==> src/rtl/unary_pkg.sv <==
// Shared definitions for the unary adder front end: default sizes,
// feeder state encoding and a small elaboration-time helper.
package unary_pkg;

  localparam int UNARY_LEN   = 16;
  localparam int UNARY_DRAIN = 20;

  typedef enum logic [1:0] {
    FS_IDLE   = 2'd0,
    FS_STREAM = 2'd1,
    FS_DRAIN  = 2'd2,
    FS_DONE   = 2'd3
  } feeder_state_t;

  function automatic int maxInt(input int a, input int b);
    return (a > b) ? a : b;
  endfunction

endpackage

==> src/rtl/unary_operand_feeder_if.sv <==
// Operand handshake plus the unary-adder drive pins of the operand feeder.
// The feeder sits on the slave side; whoever supplies operands is the master.
interface unary_operand_feeder_if #(
  parameter int VW = 5
);

  logic          in_valid;
  logic          in_ready;
  logic [VW-1:0] a_val;
  logic [VW-1:0] b_val;
  logic          A;
  logic          B;
  logic          en;
  logic          read_or_write;
  logic          sat;
  logic          done;

  modport master (
    output in_valid, a_val, b_val,
    input  in_ready, A, B, en, read_or_write, sat, done
  );

  modport slave (
    input  in_valid, a_val, b_val,
    output in_ready, A, B, en, read_or_write, sat, done
  );

endinterface

==> src/rtl/unary_thermo_gen.sv <==
// Thermometer bit for one stream position: leading ones (i < value) or,
// when trailing, the ones packed at the end of the LEN-bit window.
module unary_thermo_gen
  import unary_pkg::*;
#(
  parameter int LEN = UNARY_LEN,
  parameter int VW  = $clog2(LEN + 1),
  parameter int IW  = 5
) (
  input  logic [VW-1:0] i_value,
  input  logic [IW-1:0] i_index,
  input  logic          i_trailing,
  output logic          o_bit
);

  localparam int W = maxInt(VW, IW);

  logic [W:0] w_idx;
  logic [W:0] w_val;
  logic [W:0] w_thr;

  // value is already clipped to LEN upstream, so LEN - value cannot underflow
  assign w_idx = (W + 1)'(i_index);
  assign w_val = (W + 1)'(i_value);
  assign w_thr = (W + 1)'(LEN) - w_val;

  assign o_bit = i_trailing ? (w_idx >= w_thr) : (w_idx < w_val);

endmodule

==> src/rtl/unary_operand_feeder.sv <==
// Serialises a binary operand pair into LEN-cycle thermometer streams and
// sequences the unary adder's accumulate/emit control, one job at a time.
module unary_operand_feeder
  import unary_pkg::*;
#(
  parameter int LEN     = UNARY_LEN,
  parameter int VW      = $clog2(LEN + 1),
  parameter int DRAIN   = UNARY_DRAIN,
  parameter int B_TRAIL = 0
) (
  input  logic                   clk,
  input  logic                   rst_n,
  unary_operand_feeder_if.slave  bus
);

  localparam int CMAX = maxInt(LEN, DRAIN);
  localparam int CW   = (CMAX > 2) ? $clog2(CMAX) : 1;

  localparam logic [1:0] S_IDLE   = FS_IDLE;
  localparam logic [1:0] S_STREAM = FS_STREAM;
  localparam logic [1:0] S_DRAIN  = FS_DRAIN;
  localparam logic [1:0] S_DONE   = FS_DONE;

  logic [1:0]    r_state;
  logic [1:0]    w_stateNext;
  logic [CW-1:0] r_cnt;
  logic [CW-1:0] w_cntNext;
  logic [VW-1:0] r_aQ;
  logic [VW-1:0] r_bQ;
  logic [VW-1:0] w_aNext;
  logic [VW-1:0] w_bNext;
  logic [VW-1:0] w_aClip;
  logic [VW-1:0] w_bClip;
  logic          w_accept;
  logic          w_satIn;
  logic          w_bitA;
  logic          w_bitB;

  logic r_inReady;
  logic r_A;
  logic r_B;
  logic r_en;
  logic r_row;
  logic r_sat;
  logic r_done;

  // r_inReady gates acceptance so nothing is taken on the first edge after reset
  assign w_accept = (r_state == S_IDLE) && r_inReady && bus.in_valid;
  assign w_aClip  = (bus.a_val > VW'(LEN)) ? VW'(LEN) : bus.a_val;
  assign w_bClip  = (bus.b_val > VW'(LEN)) ? VW'(LEN) : bus.b_val;
  assign w_satIn  = (bus.a_val > VW'(LEN)) || (bus.b_val > VW'(LEN));

  always_comb begin
    w_stateNext = r_state;
    w_cntNext   = r_cnt;
    w_aNext     = r_aQ;
    w_bNext     = r_bQ;
    case (r_state)
      S_IDLE: begin
        if (w_accept) begin
          w_stateNext = S_STREAM;
          w_cntNext   = '0;
          w_aNext     = w_aClip;
          w_bNext     = w_bClip;
        end
      end
      S_STREAM: begin
        if (r_cnt == CW'(LEN - 1)) begin
          w_stateNext = S_DRAIN;
          w_cntNext   = '0;
        end else begin
          w_cntNext = r_cnt + 1'b1;
        end
      end
      S_DRAIN: begin
        if (r_cnt == CW'(DRAIN - 1)) begin
          w_stateNext = S_DONE;
          w_cntNext   = '0;
        end else begin
          w_cntNext = r_cnt + 1'b1;
        end
      end
      S_DONE: begin
        w_stateNext = S_IDLE;
        w_cntNext   = '0;
      end
      default: begin
        w_stateNext = S_IDLE;
        w_cntNext   = '0;
      end
    endcase
  end

  // Stream bits are computed for the upcoming cycle so that bit 0 is
  // registered on the very edge that accepts the operands.
  unary_thermo_gen #(
    .LEN (LEN),
    .VW  (VW),
    .IW  (CW)
  ) u_thermoA (
    .i_value    (w_aNext),
    .i_index    (w_cntNext),
    .i_trailing (1'b0),
    .o_bit      (w_bitA)
  );

  unary_thermo_gen #(
    .LEN (LEN),
    .VW  (VW),
    .IW  (CW)
  ) u_thermoB (
    .i_value    (w_bNext),
    .i_index    (w_cntNext),
    .i_trailing (B_TRAIL != 0),
    .o_bit      (w_bitB)
  );

  always_ff @(posedge clk or negedge rst_n) begin
    if (!rst_n) begin
      r_state   <= S_IDLE;
      r_cnt     <= '0;
      r_aQ      <= '0;
      r_bQ      <= '0;
      r_inReady <= 1'b0;
      r_A       <= 1'b0;
      r_B       <= 1'b0;
      r_en      <= 1'b0;
      r_row     <= 1'b0;
      r_sat     <= 1'b0;
      r_done    <= 1'b0;
    end else begin
      r_state   <= w_stateNext;
      r_cnt     <= w_cntNext;
      r_aQ      <= w_aNext;
      r_bQ      <= w_bNext;
      r_inReady <= (w_stateNext == S_IDLE);
      r_A       <= (w_stateNext == S_STREAM) && w_bitA;
      r_B       <= (w_stateNext == S_STREAM) && w_bitB;
      r_en      <= (w_stateNext == S_STREAM) || (w_stateNext == S_DRAIN);
      r_row     <= (w_stateNext == S_DRAIN);
      r_done    <= (w_stateNext == S_DONE);
      if (w_accept) begin
        r_sat <= w_satIn;
      end
    end
  end

  assign bus.in_ready      = r_inReady;
  assign bus.A             = r_A;
  assign bus.B             = r_B;
  assign bus.en            = r_en;
  assign bus.read_or_write = r_row;
  assign bus.sat           = r_sat;
  assign bus.done          = r_done;

endmodule

==> src/flat_wrapper.sv <==
// flat-port wrapper written by rule: the top's interface ports become plain ports
module unary_operand_feeder_flat import unary_pkg::*;
#(
  parameter int LEN     = UNARY_LEN,
  parameter int VW      = $clog2(LEN + 1),
  parameter int DRAIN   = UNARY_DRAIN,
  parameter int B_TRAIL = 0
)
  (clk, rst_n, bus_in_valid, bus_a_val, bus_b_val, bus_in_ready, bus_A, bus_B, bus_en, bus_read_or_write, bus_sat, bus_done);
  unary_operand_feeder_if #(.VW(VW)) bus_i ();
  input  logic clk;
  input  logic rst_n;
  input wire logic [$bits(bus_i.in_valid)-1:0] bus_in_valid;
  input wire logic [$bits(bus_i.a_val)-1:0] bus_a_val;
  input wire logic [$bits(bus_i.b_val)-1:0] bus_b_val;
  output wire logic [$bits(bus_i.in_ready)-1:0] bus_in_ready;
  output wire logic [$bits(bus_i.A)-1:0] bus_A;
  output wire logic [$bits(bus_i.B)-1:0] bus_B;
  output wire logic [$bits(bus_i.en)-1:0] bus_en;
  output wire logic [$bits(bus_i.read_or_write)-1:0] bus_read_or_write;
  output wire logic [$bits(bus_i.sat)-1:0] bus_sat;
  output wire logic [$bits(bus_i.done)-1:0] bus_done;
  assign bus_i.in_valid = bus_in_valid;
  assign bus_i.a_val = bus_a_val;
  assign bus_i.b_val = bus_b_val;
  assign bus_in_ready = bus_i.in_ready;
  assign bus_A = bus_i.A;
  assign bus_B = bus_i.B;
  assign bus_en = bus_i.en;
  assign bus_read_or_write = bus_i.read_or_write;
  assign bus_sat = bus_i.sat;
  assign bus_done = bus_i.done;
  unary_operand_feeder #(.LEN(LEN), .VW(VW), .DRAIN(DRAIN), .B_TRAIL(B_TRAIL)) u_core (.clk(clk), .rst_n(rst_n), .bus(bus_i));
endmodule
==> config.mk <==
export PLATFORM = sky130hd
export DESIGN_NAME = unary_operand_feeder_flat
export DESIGN_NICKNAME = d
export VERILOG_FILES = /design/src/rtl/unary_pkg.sv /design/src/rtl/unary_operand_feeder_if.sv /design/src/rtl/unary_thermo_gen.sv /design/src/rtl/unary_operand_feeder.sv /design/src/flat_wrapper.sv
export SDC_FILE = /design/constraint.sdc
export NUM_CORES = 1
export LEC_CHECK = 0
export CELL_PAD_IN_SITES_DETAIL_PLACEMENT = 1
export CELL_PAD_IN_SITES_GLOBAL_PLACEMENT = 2
export CORE_MARGIN = 3
export CORE_UTILIZATION = 31
export DETAILED_ROUTE_END_ITERATION = 8
export MAX_ROUTING_LAYER = met4
export PLACE_DENSITY = 0.74
export SYNTH_ARGS = -nofsm -noshare
export SYNTH_HDL_FRONTEND = slang
export SYNTH_SLANG_ARGS = --single-unit
==> constraint.sdc <==
create_clock -name clk -period 2.4 [get_ports clk]
set_input_delay 0.6 -clock clk [delete_from_list [all_inputs] [get_ports clk]]
set_output_delay 0.6 -clock clk [all_outputs]
set_load 0.005 [all_outputs]
[Word level (Yosys, flattened, before mapping)]
Index checks and enable logic that the tools add are counted.
Widths: inputs -> output; s select.
Storage, ports and cells
  register bits after elaboration: 24
  output and inout port bits: 7
Cells by class
  $add $sub $neg: 1
  order comparisons: 4
  equality and inequality tests: 8
  muxes and demuxes: 14
  reduce and logical (&&, ||, !) cells: 8
Operators by type and width (number)
  $mux 5: 9
  $pmux 5 s4: 1
  $gt 5x5->1 const B: 2
  $lt 5x5->1: 2
  $eq 2x2->1 const B: 4
  $pmux 2 s4: 1
  $mux 2: 3
  $add 5x1->5 const B: 1
  $eq 5x4->1 const B: 1
  $eq 5x5->1 const B: 1
  $eq 2x1->1 const B: 2
  $logic_and 1x1->1: 4
  $logic_not 2->1: 2
  $logic_or 1x1->1: 2

[Logic depth before layout (Yosys ltp)]
Gate-level depths: netlist (run 1).
  depth after elaboration: 7
  gate-level depth with buffers: 13
  mapped depth without buffers: 13

[Modules after synthesis]
From an unflattened synthesis (run 1), not the netlist that was laid out.
Unflattened totals
  cells, all modules: 171
  area total of the unflattened synthesis: 1641.6 um^2
By module, submodules not included
  unary_operand_feeder: times used 1, cells an instance 103, area an instance 1088.5 um^2, sequential area each 600.6 um^2
  unary_thermo_gen: times used 2, cells an instance 34, area an instance 276.5 um^2, sequential area each 0.0 um^2

[Worst setup path before layout (run 1)]
Ideal clock, no wire load.
  kind: reg2reg
  start: register u_core.r_cnt[0]
  end: register u_core.r_B, in the netlist u_core.bus.B
  arrival: 2.239 ns
  data required time: 2.324 ns
  slack: 0.085 ns
  stages on the path, launching flop included: 14
  path buffers: 0
  clock period less this slack: 2.315 ns
  path through: dfrtp_1 > ha_1 > nand3_1 > inv_1 > ha_1 > nor2_1 > a22oi_2 > nor3b_1 > a21o_1 > ha_1 > a21o_1 > a21oi_1 > nand3b_1 > o21ai_1
On the way
  longest elaborated chain between the ends: 5
  elaborated cells on any way between the ends: 13
  those cells by class: add/sub (1); order compare (1); eq/ne (3); mux (7); reduce/logical (1)
Ends and longest elaborated chain
  start, declared: RTL line unary_operand_feeder.sv:26  | logic [CW-1:0] r_cnt;
  start signal, assigned: RTL line unary_operand_feeder.sv:133  | r_cnt <= w_cntNext;
  $add 5x1->5 (tied with other cells): RTL line unary_operand_feeder.sv:72, unary_operand_feeder.sv:80
  $mux 5, on equally long branches: RTL line unary_operand_feeder.sv:76, unary_operand_feeder.sv:68
  $pmux 5 s4 *: RTL line unary_operand_feeder.sv:58  | case (r_state)
  via u_core.u_thermoA.i_index[2]: RTL line unary_thermo_gen.sv:11  | input logic [IW-1:0] i_index,
  $lt 5x5->1 *: RTL line unary_thermo_gen.sv:27  | assign o_bit = i_trailing ? (w_idx >= w_thr) : (w_idx < w_val);
  $logic_and 1x1->1 *: RTL line unary_operand_feeder.sv:138  | r_B <= (w_stateNext == S_STREAM) && w_bitB;
  end signal, assigned: RTL line unary_operand_feeder.sv:138
  end, declared: RTL line unary_operand_feeder.sv:41  | logic r_B;
The timed path passes the listed nets; every way through them passes the cells marked *.
A chain may end at the register's enable or synchronous reset.

[Worst setup path after layout (run 1)]
  start: register u_core.r_cnt[1]
  end: register u_core.r_A, in the netlist u_core.bus.A
On the way
  longest elaborated chain between the ends: 5
  elaborated cells on any way between the ends: 13
  those cells by class: add/sub (1); order compare (1); eq/ne (3); mux (7); reduce/logical (1)
Ends and longest elaborated chain
  $add 5x1->5 (tied with other cells): RTL line unary_operand_feeder.sv:72, unary_operand_feeder.sv:80
  $mux 5, on equally long branches: RTL line unary_operand_feeder.sv:76, unary_operand_feeder.sv:68
  $pmux 5 s4 *: RTL line unary_operand_feeder.sv:58
  via u_core.u_thermoA.i_index[3]: RTL line unary_thermo_gen.sv:11
  $lt 5x5->1 *: RTL line unary_thermo_gen.sv:27
  $logic_and 1x1->1 *: RTL line unary_operand_feeder.sv:137  | r_A <= (w_stateNext == S_STREAM) && w_bitA;
  end signal, assigned: RTL line unary_operand_feeder.sv:137
  end, declared: RTL line unary_operand_feeder.sv:40  | logic r_A;
Marks and branches as above.

==> results.yml, run 1 <==
outcome:
  status: "complete, but fails checks"
  violations: "setup timing"
final_layout:
  drive_above_1_share_pct: 27.3
  layout_common_cells: "buf_4, dfrtp_1, clkdlybuf4s50_1, ha_1, nand2_1"
  final_util_pct: 45.9
  fin_cells: 222
  final_common_cell: "buf_4"
  final_nets: 202
  area_delta_synth_final_pct: 40.6
  n_antenna_cell: 0
yosys:
  ys_ff_latch: 24
  yosys_most_used_dff: "dfrtp_1"
  syn-mean-instance-area_um2: 10.7
  synth_edf_count: 0
  synth_nets: 152
  yosysTopAreaCell: "dfrtp_1"
  synth_seq_area_share_pct: 45.3
  ys_top_cells_by_area: "dfrtp_1, ha_1, o21a_1"
  yosys_warnings: 0
  async_flop_share_pct: 100
  netlist_instances: 124
  syn_area_um2: 1330
  yosys.cell_types.count: 31
  synth_top_cell_area_share_pct: 45.3
setup_path:
  reg2reg_from: "u_core.r_cnt[1]$_DFF_PN0_"
  rr_worst_depth: 13
  worstPathArrival_ns: 2.68
  cp-end-kind: "register"
  setup.worst_path.start_class: "register"
  crit_fanout: 4
  cp.required_ns: 2.55
  r2r-end: "u_core.bus.A$_DFF_PN0_"
  worstSetupPathType: "reg -> reg"
  reg2reg_slack_ns: -0.13
global_routing:
  antenna_found_initial: 0
  grt.total_usage_pct: 15.4
  grt_overflow: 0
  grt_max_degree: 25
  grt_pass1_vias: 1243
  grt_pass1_wl_um: 5980
sta:
  setup_ws_ns: -0.131
  skew_ns: 0.00551
  min_period_over_period_pct: 105
  tightestPinTransition_ns: 0.377
  finalMaxSlewViolations: 0
  whs_ns: 0.497
  period_minus_slack_ns: 2.53
  slew_headroom_pct: 74.2
  rsz0062_at_grt: "yes"
  hold_violations: 0
  fmax_mhz: 395
  finalSetupViolations: 2
floorplan:
  dieArea_um2: 5090
  start_util_pct: 32.7
  ios: 20
  die_h_um: 71.4
  core_area_um2: 4060
  fp.dieW_um: 71.4
  core.rowCount: 23
clock_tree:
  htree_levels: 1
  cts-root-buf: "clkbuf_8"
  cts_buffer_depth: 2
  clock_sinks: 24
  cts_tree: "built"
  cts_made_buffers: 3
  ctsHoldBuffers: 0
  path_clk_slew_ns: 0.09
  insertion_delay_ns: 0.27
detailed_routing:
  drc: 0
  drt_pre_antenna_iters: 4
  num_vias: 1097
  wl_per_cell_um: 15.7
  viasPerCell: 4.94
  wirelength_um: 3490
  postRouteAntennaNets: 0
  drt_iter0_drc: 27
power_and_ir_drop:
  power_density_nw_per_um2: 1270
  power_uw: 2370
  ir_drop_mv: 0.530
  p_leak_uw: 0.000919
hold_path:
  hold_depth: 1
  hold_end: "u_core.bus.sat$_DFFE_PN0P_"
  hold_path.class: "reg -> reg"
  hold_path.startpoint: "u_core.bus.sat$_DFFE_PN0P_"
job:
  drv_cap: 0
placement:
  port_buffers: 19
  post-place-cells: 213
  gp_congestion: 0.802
  dp_hpwl_um: 2660
==> cells by family after synthesis <==
logic type | share of synthesized area, %
multiplexers | 4.53
adder cells (fa/ha/maj) | 14.2
AO/OA/AOI/OAI | 15.8
flip-flops | 45.3
buffers and inverters | 5.10
AND/OR/NAND/NOR | 15.1
==> Yosys cell counts (4+ instances only) <==
cell type and n:
inv_2 4, nand2b_1 7, ha_1 15, a21oi_1 4, o21a_1 6, o21ai_0 5, a21o_1 4, nand3_1 4
inv_1 9, dfrtp_1 24, nand2_1 10
==> critical path, cell delays in order, from the launching register on <==
cell	delay, ns
dfrtp_1	0.41
ha_4	0.16
nand3_2	0.07
inv_2	0.08
ha_4	0.14
nor2_2	0.05
a22oi_2	0.28
nor3_1	0.08
a211o_1	0.37
ha_4	0.30
nand3_1	0.06
and4b_1	0.20
o21ai_1	0.11
o21ai_2	0.08
==> area by class of cell <==
cell class | count | area [um2]
sequential | 24 | 601
inverter | 13 | 48.8
fill | 460 | 2190
clock buffer | 3 | 41.3
multi-input combinational | 85 | 709
tap | 50 | 62.6
timing repair buffer | 47 | 400
==> stage by stage <==
stage	instance area [um2]	setup slack (ns)	TNS (ns)
after floorplan	1330	0.0848	0
after global placement	1720	-0.220	-0.363
after detailed placement	1720	-0.244	-0.484
after CTS	1830	-0.0498	-0.0796
after global routing	1860	-0.284	-0.486
final	1860	-0.131	-0.196
==> routing by layer <==
layer	wire length [um]	part of all wire (%)	track usage [%]
met4	37	1.1	3.76
met5	0	0	-
met1	1460	42	16.0
met3	100	2.9	3.09
met2	1890	54	29.4
==> power breakdown <==
| group | internal, uW | switching [uW] |
|---|---|---|
| Clock | 112 | 130 |
| Combinational | 769 | 683 |
| Sequential | 578 | 102 |
==> sequential cells by signal (all words and copies together) (netlist names) <==
| register | count |
|---|---|
| u_core.r_state | 2 |
| u_core.r_aQ | 5 |
| u_core.bus.read_or_write | 1 |
| u_core.r_bQ | 5 |
| u_core.bus.A | 1 |
| u_core.bus.en | 1 |
| u_core.bus.done | 1 |
| u_core.bus.in_ready | 1 |
| u_core.bus.B | 1 |
| u_core.bus.sat | 1 |
| u_core.r_cnt | 5 |
==> how the worst max path moves through the flow <==
| stage | cells after the start | slack (ns) | end | startpoint |
|---|---|---|---|---|
| 2_1_floorplan | 13 | 0.08 | u_core.bus.B$_DFF_PN0_ | u_core.r_cnt[0]$_DFF_PN0_ |
| 3_3_place_gp | 8 | -0.22 | u_core.bus.A$_DFF_PN0_ | bus_in_valid |
| 3_5_place_dp | 9 | -0.24 | u_core.bus.B$_DFF_PN0_ | bus_in_valid |
| 4_1_cts | 13 | -0.05 | u_core.bus.A$_DFF_PN0_ | u_core.r_cnt[1]$_DFF_PN0_ |
| 5_1_grt | 13 | -0.28 | u_core.bus.A$_DFF_PN0_ | u_core.r_cnt[1]$_DFF_PN0_ |
| 6_report | 13 | -0.13 | u_core.bus.A$_DFF_PN0_ | u_core.r_cnt[1]$_DFF_PN0_ |
==> timing repair <==
action                                  CTS  global route
endpoints found under the setup margin    2             2
pin swaps                                 5             5
gates resized for setup                   9             2
setup buffers                             4             2
No activity file was read; power rests on OpenSTA's default activity.
==> run 2, diff against run 1 <==
--- a/config.mk
+++ b/config.mk
@@ -10,7 +10,6 @@
 export CORE_MARGIN = 3
 export CORE_UTILIZATION = 31
 export DETAILED_ROUTE_END_ITERATION = 8
-export MAX_ROUTING_LAYER = met4
 export PLACE_DENSITY = 0.74
 export SYNTH_ARGS = -nofsm -noshare
 export SYNTH_HDL_FRONTEND = slang
==> results.yml, run 2 (same netlist as run 1, synthesis figures left out) <==
setup_path:
  crit_fanout: 4
  cp-end-kind: "register"
  reg2reg_slack_ns: -0.13
  setup.worst_path.start_class: "register"
  worstPathArrival_ns: 2.68
  worstSetupPathType: "reg -> reg"
  cp.required_ns: 2.55
power_and_ir_drop:
  power_density_nw_per_um2: 1270
  p_leak_uw: 0.000919
  seq_power_share_pct: 28.6
  ir_drop_mv: 0.530
  power_frac_clock_pct: 10.2
  switching_share_pct: 38.5
  power_frac_comb_pct: 61.2
  power_uw: 2370
  p_int_uw: 1460
  netSwitchingPower_uw: 915
detailed_routing:
  drc: 0
  wl_per_cell_um: 15.8
  wirelength_um: 3500
  drt_pre_antenna_iters: 4
  drt_iter0_drc: 27
  viasPerCell: 4.94
  postRouteAntennaNets: 0
  num_vias: 1096
final_layout:
  final_common_cell: "buf_4"
  reg_top3: "u_core.r_aQ (5), u_core.r_bQ (5), u_core.r_cnt (5)"
  n_antenna_cell: 0
  fin_cells: 222
  area_delta_synth_final_pct: 40.6
  layout_common_cells: "buf_4, dfrtp_1, clkdlybuf4s50_1, ha_1, nand2_1"
  drive_above_1_share_pct: 27.3
  fin_area_um2: 1860
  final_nets: 202
sta:
  tightestPinTransition_ns: 0.377
  finalSetupViolations: 2
  rsz0062_at_grt: "yes"
  setup_ws_ns: -0.131
  period_minus_slack_ns: 2.53
  tns_ns: -0.195
  min_period_over_period_pct: 105
  finalMaxSlewViolations: 0
  skew_ns: 0.00545
  fmax_mhz: 395
  hold_violations: 0
  slew_headroom_pct: 74.2
floorplan:
  core.rowCount: 23
  ios: 20
  core_area_um2: 4060
  start_util_pct: 32.7
  fp.dieW_um: 71.4
  dieArea_um2: 5090
  die_h_um: 71.4
placement:
  port_buffers: 19
  preCtsSetupSlack_ns: -0.244
  gp_congestion: 0.791
  post-place-cells: 213
  dp_hpwl_um: 2660
  placed_area_um2: 1720
clock_tree:
  path_clk_slew_ns: 0.09
  ctsHoldBuffers: 0
  cts-root-buf: "clkbuf_8"
  cts_buffer_depth: 2
  cts_tree: "built"
  clock_sinks: 24
  cts_made_buffers: 3
  htree_levels: 1
  insertion_delay_ns: 0.27
outcome:
  status: "complete, but fails checks"
  violations: "setup timing"
global_routing:
  grt_overflow: 0
  grt_pass1_vias: 1244
  antenna_found_initial: 0
  grt.total_usage_pct: 15.0
  grt_max_degree: 25
  grt_pass1_wl_um: 5970
job:
  drv_cap: 0
hold_path:
  hold_path.class: "reg -> reg"
-- run 2: cell counts in the layout (fill, tap and decap cells not counted) --
No cell type changed its count.
-- run 2: area by class of cell --
class,instances,area [um2]
multi-input cells,85,709
clock buffers,3,41.3
repair buffers,47,400
well taps,50,62.6
inverters,13,48.8
flip-flops and latches,24,601
fillers,460,2190
-- run 2: per-layer routing --
metal	up-vias	track usage (%)	wire length [um]
met1	548	15.8	1440
met4	0	3.76	40
met3	4	3.37	118
li1	529	-	-
met2	15	29.4	1900
met5	-	0	0
-- run 2: metrics by stage --
step	util, %	hold slack [ns]
after floorplan	-	0.304
after global placement	42.5	0.463
after detailed placement	42.5	0.486
after CTS	45.2	0.505
after global routing	45.9	0.554
final	45.9	0.497
-- run 2: power by group through the flow --
stage          sequential [uW]  clock, uW  combinational, uW
2_1_floorplan              666          0                730
3_3_place_gp               670          0               1230
3_5_place_dp               681          0               1300
4_1_cts                    675        245               1410
5_1_grt                    701        269               1640
6_report                   680        243               1450
-- run 2: critical path: stages, from the launching register on --
cell and delay, ns:
dfrtp_1 0.41, ha_4 0.16, nand3_2 0.07, inv_2 0.08
ha_4 0.14, nor2_2 0.05, a22oi_2 0.28, nor3_1 0.08
a211o_1 0.37, ha_4 0.30, nand3_1 0.06, and4b_1 0.20
o21ai_1 0.11, o21ai_2 0.08
-- run 2: path summary, 6_finish.rpt --
path / startpoint / to / cells past startpoint
worst max-delay path: u_core.r_cnt[1]$_DFF_PN0_ / u_core.bus.A$_DFF_PN0_ / 13
worst min-delay path: u_core.bus.sat$_DFFE_PN0P_ / u_core.bus.sat$_DFFE_PN0P_ / 1
worst max register to register: u_core.r_cnt[1]$_DFF_PN0_ / u_core.bus.A$_DFF_PN0_ / 13
worst min register to register: u_core.bus.sat$_DFFE_PN0P_ / u_core.bus.sat$_DFFE_PN0P_ / 1
max in group asynchronous: rst_n / u_core.bus.done$_DFF_PN0_ / 2
min in group asynchronous: rst_n / u_core.r_aQ[0]$_DFF_PN0_ / 2
-- run 2: timing repair --
action,4_1_cts,5_1_grt
pin swaps,5,5
cloned,0,0
endpoints found under the setup margin,2,2
setup buffers,4,2
resized for setup,9,2
==> run 3, diff against run 2 <==
--- a/config.mk
+++ b/config.mk
@@ -11,6 +11,7 @@
 export CORE_UTILIZATION = 31
 export DETAILED_ROUTE_END_ITERATION = 8
 export PLACE_DENSITY = 0.74
+export RECOVER_POWER = 25
 export SYNTH_ARGS = -nofsm -noshare
 export SYNTH_HDL_FRONTEND = slang
 export SYNTH_SLANG_ARGS = --single-unit
==> results.yml, run 3 (same netlist as run 1, synthesis figures left out) <==
outcome:
  status: "complete, but fails checks"
  violations: "setup timing"
setup_path:
  crit_fanout: 4
  critical_path_buf_inv_count: 1
  cp.required_ns: 2.55
  setup.worst_path.start_class: "register"
  reg2reg_slack_ns: -0.13
  path_cells: "ha_4 > nand3_2 > inv_2 > ha_4 > nor2_2 > a22oi_2 > nor3_1 > a211o_1 > ha_4 > nand3_1 > and4b_1 > o21ai_1 > o21ai_2"
  cp-end-kind: "register"
  worstSetupPathType: "reg -> reg"
  worstPathArrival_ns: 2.68
  cpPeakStageDelay_ns: 0.41
  startpoint: "u_core.r_cnt[1]$_DFF_PN0_"
  crit_top_cell: "ha_4"
  cp_slowest_cell: "dfrtp_1"
  crit_family: "compound AO/OA/AOI/OAI gates"
  reg2reg_from: "u_core.r_cnt[1]$_DFF_PN0_"
floorplan:
  core.rowCount: 23
  ios: 20
  fp.dieW_um: 71.4
  core_area_um2: 4060
  die_h_um: 71.4
  dieArea_um2: 5090
  start_util_pct: 32.7
hold_path:
  hold_path.class: "reg -> reg"
  hold_path.startpoint: "u_core.bus.sat$_DFFE_PN0P_"
detailed_routing:
  postRouteAntennaNets: 0
  drt_iter0_drc: 27
  drc: 0
  num_vias: 1098
  drt_pre_antenna_iters: 4
  viasPerCell: 4.95
  wl_per_cell_um: 15.8
  wirelength_um: 3500
sta:
  min_period_over_period_pct: 105
  slew_headroom_pct: 10.5
  skew_ns: 0.00545
  tightestPinTransition_ns: 1.34
  rsz0062_at_grt: "yes"
  hold_violations: 0
  finalMaxSlewViolations: 0
  finalSetupViolations: 2
  period_minus_slack_ns: 2.53
  whs_ns: 0.497
  fmax_mhz: 395
  setup_ws_ns: -0.131
clock_tree:
  cts_tree: "built"
  cts-root-buf: "clkbuf_8"
  htree_levels: 1
  clock_sinks: 24
  insertion_delay_ns: 0.27
  ctsHoldBuffers: 0
  cts_buffer_depth: 2
  path_clk_slew_ns: 0.09
  cts_made_buffers: 3
power_and_ir_drop:
  seq_power_share_pct: 28.6
  power_frac_comb_pct: 61.1
  p_leak_uw: 0.000916
  switching_share_pct: 38.6
  netSwitchingPower_uw: 915
  power_density_nw_per_um2: 1280
  power_frac_clock_pct: 10.2
  p_int_uw: 1460
  ir_drop_mv: 0.530
final_layout:
  layout_common_cells: "buf_4, dfrtp_1, clkdlybuf4s50_1, ha_1, nand2_1"
  drive_above_1_share_pct: 26.7
  fin_area_um2: 1860
  final_nets: 202
  area_delta_synth_final_pct: 40.3
  reg_top3: "u_core.r_aQ (5), u_core.r_bQ (5), u_core.r_cnt (5)"
  fin_cells: 222
  n_antenna_cell: 0
  final_common_cell: "buf_4"
placement:
  gp_congestion: 0.791
  post-place-cells: 213
  dp_hpwl_um: 2660
  placed_area_um2: 1720
  port_buffers: 19
global_routing:
  grt_overflow: 0
  grt_max_degree: 25
  grt.total_usage_pct: 15.0
  grt_pass1_vias: 1244
  grt_pass1_wl_um: 5970
  antenna_found_initial: 0
job:
  drv_cap: 0
[run 3: final cells by class]
class,count,area [um2]
Multi-Input combinational cell,85,709
Inverter,13,48.8
Sequential cell,24,601
Tap cell,50,62.6
Clock buffer,3,41.3
Timing Repair Buffer,47,397
Fill cell,461,2200
[run 3: through the flow]
stage,setup slack [ns],power [uW],TNS [ns],utilization (%)
5_1_grt,-0.284,2610,-0.486,45.8
2_1_floorplan,0.0848,1400,0,-
4_1_cts,-0.0498,2330,-0.0796,45.2
3_5_place_dp,-0.244,1980,-0.484,42.5
6_report,-0.131,2370,-0.195,45.8
3_3_place_gp,-0.220,1900,-0.363,42.5
[run 3: path summary, 6_finish.rpt]
path / end / cells after the start
worst max-delay path: u_core.bus.A$_DFF_PN0_ / 13
min in group asynchronous: u_core.r_aQ[0]$_DFF_PN0_ / 2
worst min-delay path: u_core.bus.sat$_DFFE_PN0P_ / 1
worst min register to register: u_core.bus.sat$_DFFE_PN0P_ / 1
worst max register to register: u_core.bus.A$_DFF_PN0_ / 13
max in group asynchronous: u_core.bus.done$_DFF_PN0_ / 2
[run 3: worst register-to-register path, cell delays in order (launching register included)]
cell and delay (ns):
dfrtp_1 0.41, ha_4 0.16, nand3_2 0.07, inv_2 0.08, ha_4 0.14, nor2_2 0.05
a22oi_2 0.28, nor3_1 0.08, a211o_1 0.37, ha_4 0.31, nand3_1 0.06, and4b_1 0.20
o21ai_1 0.11, o21ai_2 0.08
[run 3: power groups by stage]
stage                     Combinational (uW)  Sequential, uW  Clock, uW
after CTS                               1410             675        245
after detailed placement                1300             681          0
final                                   1450             679        243
after global routing                    1640             701        269
after global placement                  1230             670          0
after floorplan                          730             666          0
[run 3: routing by layer]
metal | GRT usage [%] | part of all wire (%) | vias to the layer above
li1 | - | - | 529
met1 | 15.8 | 41 | 550
met2 | 29.4 | 54 | 15
met3 | 3.37 | 3.6 | 4
met4 | 3.76 | 1.1 | 0
met5 | 0 | 0 | -
[run 3: timing repair]
item,in CTS,in global routing
pin swaps,5,5
buffers inserted,4,2
endpoints found under the setup margin,2,2
resized for setup,9,2
